`src/rtl/subtractor_32bit_serial.sv`:
```
// Bit-serial (slice-serial) unsigned subtractor: diff = a - b mod 2^WIDTH, one SLICE per clock,
// LSB slice first, with valid/ready handshakes on both sides.
module subtractor_32bit_serial #(
  parameter int unsigned WIDTH = 32,
  parameter int unsigned SLICE = 8
) (
  input  logic             clk,
  input  logic             rst_n,
  input  logic             in_valid,
  output logic             in_ready,
  input  logic [WIDTH-1:0] a,
  input  logic [WIDTH-1:0] b,
  output logic             out_valid,
  input  logic             out_ready,
  output logic [WIDTH-1:0] diff,
  output logic             borrow
);

  localparam int unsigned NSLICE = WIDTH / SLICE;
  localparam int unsigned CW     = (NSLICE > 1) ? $clog2(NSLICE) : 1;
  localparam int unsigned IW     = $clog2(WIDTH);

  typedef enum logic [1:0] {IDLE, RUN, DONE} state_t;

  state_t            state, state_nx;
  logic              in_ready_nx, out_valid_nx;
  logic [WIDTH-1:0]  a_q, b_q;
  logic [CW-1:0]     cnt;
  logic              bin;
  logic              accept_c, last_c;
  logic [IW-1:0]     lo_c;
  logic [SLICE:0]    sub_c;

  assign accept_c = (state == IDLE) && in_valid;
  assign last_c   = (cnt == CW'(NSLICE - 1));
  assign lo_c     = IW'(cnt) * IW'(SLICE);

  // One slice of subtraction at SLICE+1 bits; the top bit is the slice borrow-out.
  assign sub_c = {1'b0, a_q[lo_c +: SLICE]} - {1'b0, b_q[lo_c +: SLICE]} - (SLICE+1)'(bin);

  // State and handshake flags
  always_ff @(posedge clk or negedge rst_n) begin
    if (!rst_n) begin
      state     <= IDLE;
      in_ready  <= 1'b1;
      out_valid <= 1'b0;
    end else begin
      state     <= state_nx;
      in_ready  <= in_ready_nx;
      out_valid <= out_valid_nx;
    end
  end

  always_comb begin
    state_nx = state;
    case (state)
      IDLE:    if (in_valid)  state_nx = RUN;
      RUN:     if (last_c)    state_nx = DONE;
      DONE:    if (out_ready) state_nx = IDLE;
      default:                state_nx = IDLE;
    endcase
  end

  always_comb begin
    in_ready_nx  = 1'b0;
    out_valid_nx = 1'b0;
    if (state_nx == IDLE) in_ready_nx  = 1'b1;
    if (state_nx == DONE) out_valid_nx = 1'b1;
  end

  // Operand capture and slice datapath; diff/borrow hold their value outside RUN
  always_ff @(posedge clk or negedge rst_n) begin
    if (!rst_n) begin
      a_q    <= '0;
      b_q    <= '0;
      cnt    <= '0;
      bin    <= 1'b0;
      diff   <= '0;
      borrow <= 1'b0;
    end else if (accept_c) begin
      a_q <= a;
      b_q <= b;
      cnt <= '0;
      bin <= 1'b0;
    end else if (state == RUN) begin
      diff[lo_c +: SLICE] <= sub_c[SLICE-1:0];
      bin                 <= sub_c[SLICE];
      cnt                 <= last_c ? '0 : cnt + CW'(1);
      if (last_c) borrow  <= sub_c[SLICE];
    end
  end

endmodule

```
`config.mk`:
```
export PLATFORM = sky130hd
export DESIGN_NAME = subtractor_32bit_serial
export DESIGN_NICKNAME = d
export VERILOG_FILES = /design/src/rtl/subtractor_32bit_serial.sv
export SDC_FILE = /design/constraint.sdc
export NUM_CORES = 1
export LEC_CHECK = 0
export BUFFER_PORTS_ARGS = -buffer_cell sky130_fd_sc_hd__buf_4
export CAP_MARGIN = 20
export CORE_ASPECT_RATIO = 1.1
export CORE_MARGIN = 5
export CORE_UTILIZATION = 53
export DETAILED_ROUTE_END_ITERATION = 8
export GPL_ROUTABILITY_DRIVEN = 0
export PLACE_DENSITY = 0.78
export SLEW_MARGIN = 20
export SYNTH_ARGS = -nofsm -noshare
export SYNTH_HDL_FRONTEND = slang
export SYNTH_SLANG_ARGS = --single-unit
```
`constraint.sdc`:
```
create_clock -name clk -period 5.15 [get_ports clk]
set_clock_uncertainty 0.15 [all_clocks]
set_input_delay 0.2575 -clock clk [delete_from_list [all_inputs] [get_ports clk]]
set_output_delay 0.2575 -clock clk [all_outputs]
set_load 0.01 [all_outputs]
```
; After elaboration in Yosys (flattened, before gate mapping)
; Cells that the tools add are included.
[totals]
reg_bits = 104
inputBits = 68
output_inout_bits = 35
elab_cells = 40
[op_classes]
addsub = 4
eq_ne = 4
shift = 4
mux = 12
bitwise_logic = 1
n_reduce_logical = 6
[op_table]
columns = op, count
row1 = $shiftx 32x6->8, 2
row2 = $bwmux 32, 1
row3 = $shift 8x7->32 const A, 1
row4 = $shiftx 8x7->32, 1
row5 = $mux 2, 6
row6 = $sub 8x8->9, 1
row7 = $sub 9x1->9, 1
row8 = $neg 5->7, 1
row9 = $eq 2x2->1 const B, 3
row10 = $pmux 2 s3, 1
row11 = $logic_not 2->1, 2
row12 = $mux 1, 4
row13 = $reduce_and 3->1, 1
row14 = $add 2x1->2 const B, 1
row15 = $eq 2x1->1 const B, 1
row16 = $reduce_and 2->1, 1
row17 = $reduce_bool 2->1, 1
row18 = $logic_and 1x1->1, 1
row19 = $not 1->1, 1

; Depth between registers and ports, before layout
[depth]
depth_word = 5
mapped_depth = 12

; Least setup slack after synthesis
; OpenSTA, ideal clock, no wires.
[synth_path]
kind = flip-flop to flip-flop
startpoint = reg cnt[0]
endpoint = reg borrow
setup_ps = 83
t_arrival_ps = 3070
required_time_ps = 4917
slack_ps = 1847
path_stages_with_launch = 12
cell_sequence = dfrtp_1 -> buf_1 -> mux4_2 -> ha_1 -> inv_1 -> ha_1 -> a21oi_1 -> o21ai_0 -> a211oi_1 -> o21bai_1 -> xor2_1 -> o21ai_0
[synth_between]
elab_chain_cells = 3
word_cells_on_any_way = 6
[synth_lines]
columns = element, line_no
row1 = start: declaration, 28  ; logic [CW-1:0] cnt;
row2 = start signal: assignment, 88  ; cnt <= last_c ? '0 : cnt + CW'(1);
row3 = $shiftx 32x6->8, 39  ; assign sub_c = {1'b0, a_q[lo_c +: SLICE]} - {1'b0, b_q[lo_c +: SLICE]} - (SLICE+1)'(bin);
row4 = $sub 8x8->9, 39
row5 = $sub 9x1->9, 39
row6 = end signal: assignment, 89  ; if (last_c) borrow <= sub_c[SLICE];
row7 = end: declaration, 16  ; output logic borrow
; Parallel ways exist; a longest one is shown, timed or not.
; A chain may end at the register's enable or synchronous reset.

; Final worst setup path
; Ends and elaborated chain as after synthesis.

==> impl.org <==
** Outcome
- The flow ran to the end, and the final reports show no timing, DRC or antenna violations.

** Timing
- The max-slew violation count is 0.
- Final hold slack :: 0.02113 ns
- Across all setup checks in the final design, the least slack found is 1.531 ns.
- Count of final setup violators :: 0
- At the pin with the least slew margin, the transition time is 0.9043 ns.
- Final hold violations :: 0
- Worst rel slew slack :: 39.71%
- Maximum operating frequency :: 276.3 MHz
- Unrepaired setup endpoints after global routing :: no
- After layout, the worst path uses 70.28% of the clock period.
- Final TNS setup :: 0 ns
- Final worst path period need :: 3.619 ns

** Power
- The analysis attributes to net switching a power of 2002 µW.
- Combinational logic is responsible for 58.8% of the overall power.
- VDD sags by at most 540.9 µV.
- The internal power of the cells totals 2722 µW.
- Summed over all cells, the static leakage comes to 0.002992 µW.
- Sw Share :: 42.38%
- The share of total power dissipated in the clock network is 10.5%.
- Per report_power, the sequential group accounts for 30.7% of the total.
- Dividing total power by cell area gives a power density of 731.4 nW/µm².

** Drt
- DR pass1 iterations :: 4
- Count of unresolved DRC violations after routing :: 0
- The count of nets left with antenna violations once routing finished came out at 0.
- Total wire length after detailed routing :: 10.98 mm
- Ratio of routed vias to standard cells :: 5.345
- Dividing the detail-routed wire length by the instance count gives 17.46 µm.
- Summing over every cut layer, the via total after detailed routing is 3362.
- The first routing iteration left 102 violations.

** Synthesis
- Of the post-synthesis cell area, the part taken by muxes is 22.81%.
- The synthesized design contains 104 register bits.
- After synthesis, the largest family of logic cells by area is multiplexers.
- Counting every net in the synthesized netlist gives 429.
- Synth cell types :: 34
- Summing the areas of all compound-gate instances in the mapped netlist gives 7.999% of the synthesized area.
- Synth Area in XOR/XNOR :: 1.610%
- In the synthesized netlist, the number of instances is 341.
- For this run, the register share of the synthesized area comes to 54.94%.
- The synthesized netlist occupies a cell area of 4740 µm².
- For this run, the number of Yosys warnings is 0.
- Post-synthesis area per instance :: 13.90 µm²
- The synthesized netlist devotes 5.597% of its cell area to adder and majority cells.
- After Yosys synthesis, and, or, nand and nor cells account for 3.933% of the synthesized area.

** Floorplan
- DIE HEIGHT :: 109.2 µm
- Top-level I/O count :: 103
- The die covers 10940 µm².
- Once the floorplan was initialized, standard cells occupied 53.96% of the core.
- In this run the core area contains 36 standard-cell rows.
- Area of the placeable core :: 8783 µm²
- Width of the chip :: 100.2 µm

** Critical path
- Data on the critical path is required at its endpoint by 5.28 ns.
- Critical Path Source :: cnt[0]
- Type of element launching the critical path :: flip-flop
- Data arrival time of the critical path :: 3.75 ns
- Along the worst path, the maximum fanout reaches 18.
- The worst setup path is of the reg -> reg kind.
- Reg2Reg Launch Point :: cnt[0]
- STA classifies the critical path endpoint as a flip-flop.
- Critical path's slowest cell :: sky130_fd_sc_hd__dfrtp_1
- For this run, the slowest stage of the critical path takes 0.87 ns.
- The signal on the critical path passes through buf_4 -> mux4_2 -> ha_1 -> inv_1 -> ha_1 -> a21oi_1 -> o21ai_0 -> a211oi_1 -> o21bai_1 -> xor2_1 -> o21ai_0.

** Cells and area
- N_diodes :: 0
- In the layout the commonest cells are sky130_fd_sc_hd__buf_4, sky130_fd_sc_hd__dfrtp_1, sky130_fd_sc_hd__mux2_2, sky130_fd_sc_hd__dlygate4sd3_1, sky130_fd_sc_hd__inv_1.
- Cells with a size suffix above 1 make up 40.19% of the layout.
- The library cell used most frequently in the layout, excluding fill and tap cells, is sky130_fd_sc_hd__buf_4.
- Area growth from synthesis to layout :: 36.27%
- Layout Nets :: 598
- Cells fill 73.53% of the core in the end.

** Global route
- The first global-routing pass estimated 18.22 mm of wire.
- Antenna violations before repair :: 0
- The number of global-route vias before repair came to 3687.
- Entering global routing, the biggest net connects 66 pins.
- Global Route Usage Sum :: 21.48%
- For this run the aggregate overflow at the end of global routing stands at 0.

** Clock tree
- In this run the deepest clock path goes through 2 buffers.
- The number of clock buffers added by TritonCTS is 9.
- Clock-pin slew was measured on the worst setup and hold paths at 0.09 ns.
- Buffer type at the clock tree root :: sky130_fd_sc_hd__clkbuf_8
- TritonCTS clock tree :: yes
- Clock sinks :: 104
- Number of gates resized after CTS :: 0
- At the later pin of the worst-skew pair, clock insertion delay measures 0.36 ns.
- H-tree depth :: 3

** Placement
- Number of buffers added on ports :: 102
- Prior to clock tree synthesis, the placed netlist has a worst setup slack of 1.562 ns.
- Placed wire-length estimate :: 7.376 mm

** Worst hold path
- Startpoint of the worst hold path :: a[2]
- Hold Path Class :: in -> reg

** Run
- Max-cap violations in this run came to 0.
## metrics by stage
step / instance area [µm²] / cells / total power (µW)
after floorplan: 4740 / 341 / 3430
after CTS: 6459 / 629 / 4729
after global placement: 5629 / 549 / 4078
final: 6459 / 629 / 4724
after global routing: 6459 / 629 / 5117
after detailed placement: 5629 / 549 / 4188
## sequential cells by signal (all words and copies together), names as in the netlist
register,flops
in_ready,1
out_valid,1
bin,1
a_q,32
cnt,2
state,2
borrow,1
diff,32
b_q,32
## path summary, 6_finish.rpt
path	to	slack [ns]	cells after the start
min in group asynchronous	diff[24]	0.25	2
hold / removal	a_q[2]	0.02	2
hold reg to reg	diff[2]	0.34	2
setup / recovery	borrow	1.53	11
max in group asynchronous	a_q[14]	3.42	3
setup reg to reg	borrow	1.53	11
## power groups by stage
| stage | Sequential (µW) | Combinational [µW] | Clock (µW) |
|---|---|---|---|
| after global placement | 1450 | 2630 | 0 |
| after detailed placement | 1460 | 2720 | 0 |
| after CTS | 1450 | 2780 | 499 |
| final | 1450 | 2780 | 498 |
| after global routing | 1500 | 3080 | 536 |
| after floorplan | 1380 | 2050 | 0 |
## critical path: cells and delay by family (launching register included)
family / cells / cell delay [ns]
xor+xnor: 1 / 0.16
compound gates: 5 / 1.00
mux: 1 / 0.52
flops: 1 / 0.87
buf+inv: 2 / 0.36
fa+ha+maj: 2 / 0.50
## cells in the mapped netlist (all sizes together)
| cell type | n | area, µm² |
|---|---|---|
| o21a | 1 | 7.510 |
| nor2 | 2 | 7.510 |
| nor3 | 3 | 15.01 |
| nand4 | 1 | 6.260 |
| o21ai | 20 | 100.1 |
| o31ai | 1 | 7.510 |
| o21bai | 3 | 22.52 |
| clkbuf | 3 | 11.26 |
| mux4 | 16 | 360.4 |
| dfstp | 1 | 26.28 |
| o221ai | 1 | 15.01 |
| nor3b | 1 | 7.510 |
| a21o | 1 | 7.510 |
| nor2b | 2 | 12.51 |
| or3 | 3 | 18.77 |
| buf | 9 | 42.54 |
| a22o | 21 | 183.9 |
| inv | 25 | 93.84 |
| a21oi | 4 | 27.53 |
| dfrtp | 103 | 2577 |
| ha | 18 | 225.2 |
| fa | 2 | 40.04 |
| nand2 | 22 | 82.58 |
| mux2 | 64 | 720.7 |
| xnor2 | 4 | 42.55 |
| a211oi | 1 | 7.510 |
| nand3 | 1 | 5.000 |
| xor2 | 3 | 33.79 |
| nand2b | 5 | 31.28 |
## repair_timing
action	in CTS	in global routing
hold buffers	64	0
setup buffers	0	0
hold endpoints to repair	102	0
## cells by family after synthesis
| family | Yosys count |
|---|---|
| flops | 104 |
| mux | 80 |
| compound gates | 53 |
| simple gates | 40 |
| buf+inv | 37 |
| fa+ha+maj | 20 |
| xor+xnor | 7 |
## metal layers
layer	part of all wire [%]	vias up	wire length [µm]	global-route usage (%)
li1	-	1553	-	-
met4	2.5	0	271	7.507
met5	0	-	0	0
met1	40	1677	4400	25.97
met3	5.4	26	590	4.479
met2	52	106	5721	38.07
## area by class of cell
type	instances	area (µm²)
clock buffers	11	131.4
clock inverters	5	57.56
fillers	584	2325
inverters	25	93.84
multi-input cells	200	1993
flip-flops and latches	104	2604
well taps	114	142.6
repair buffers	170	1436
Note: power is estimated with default switching activity, not from simulation.
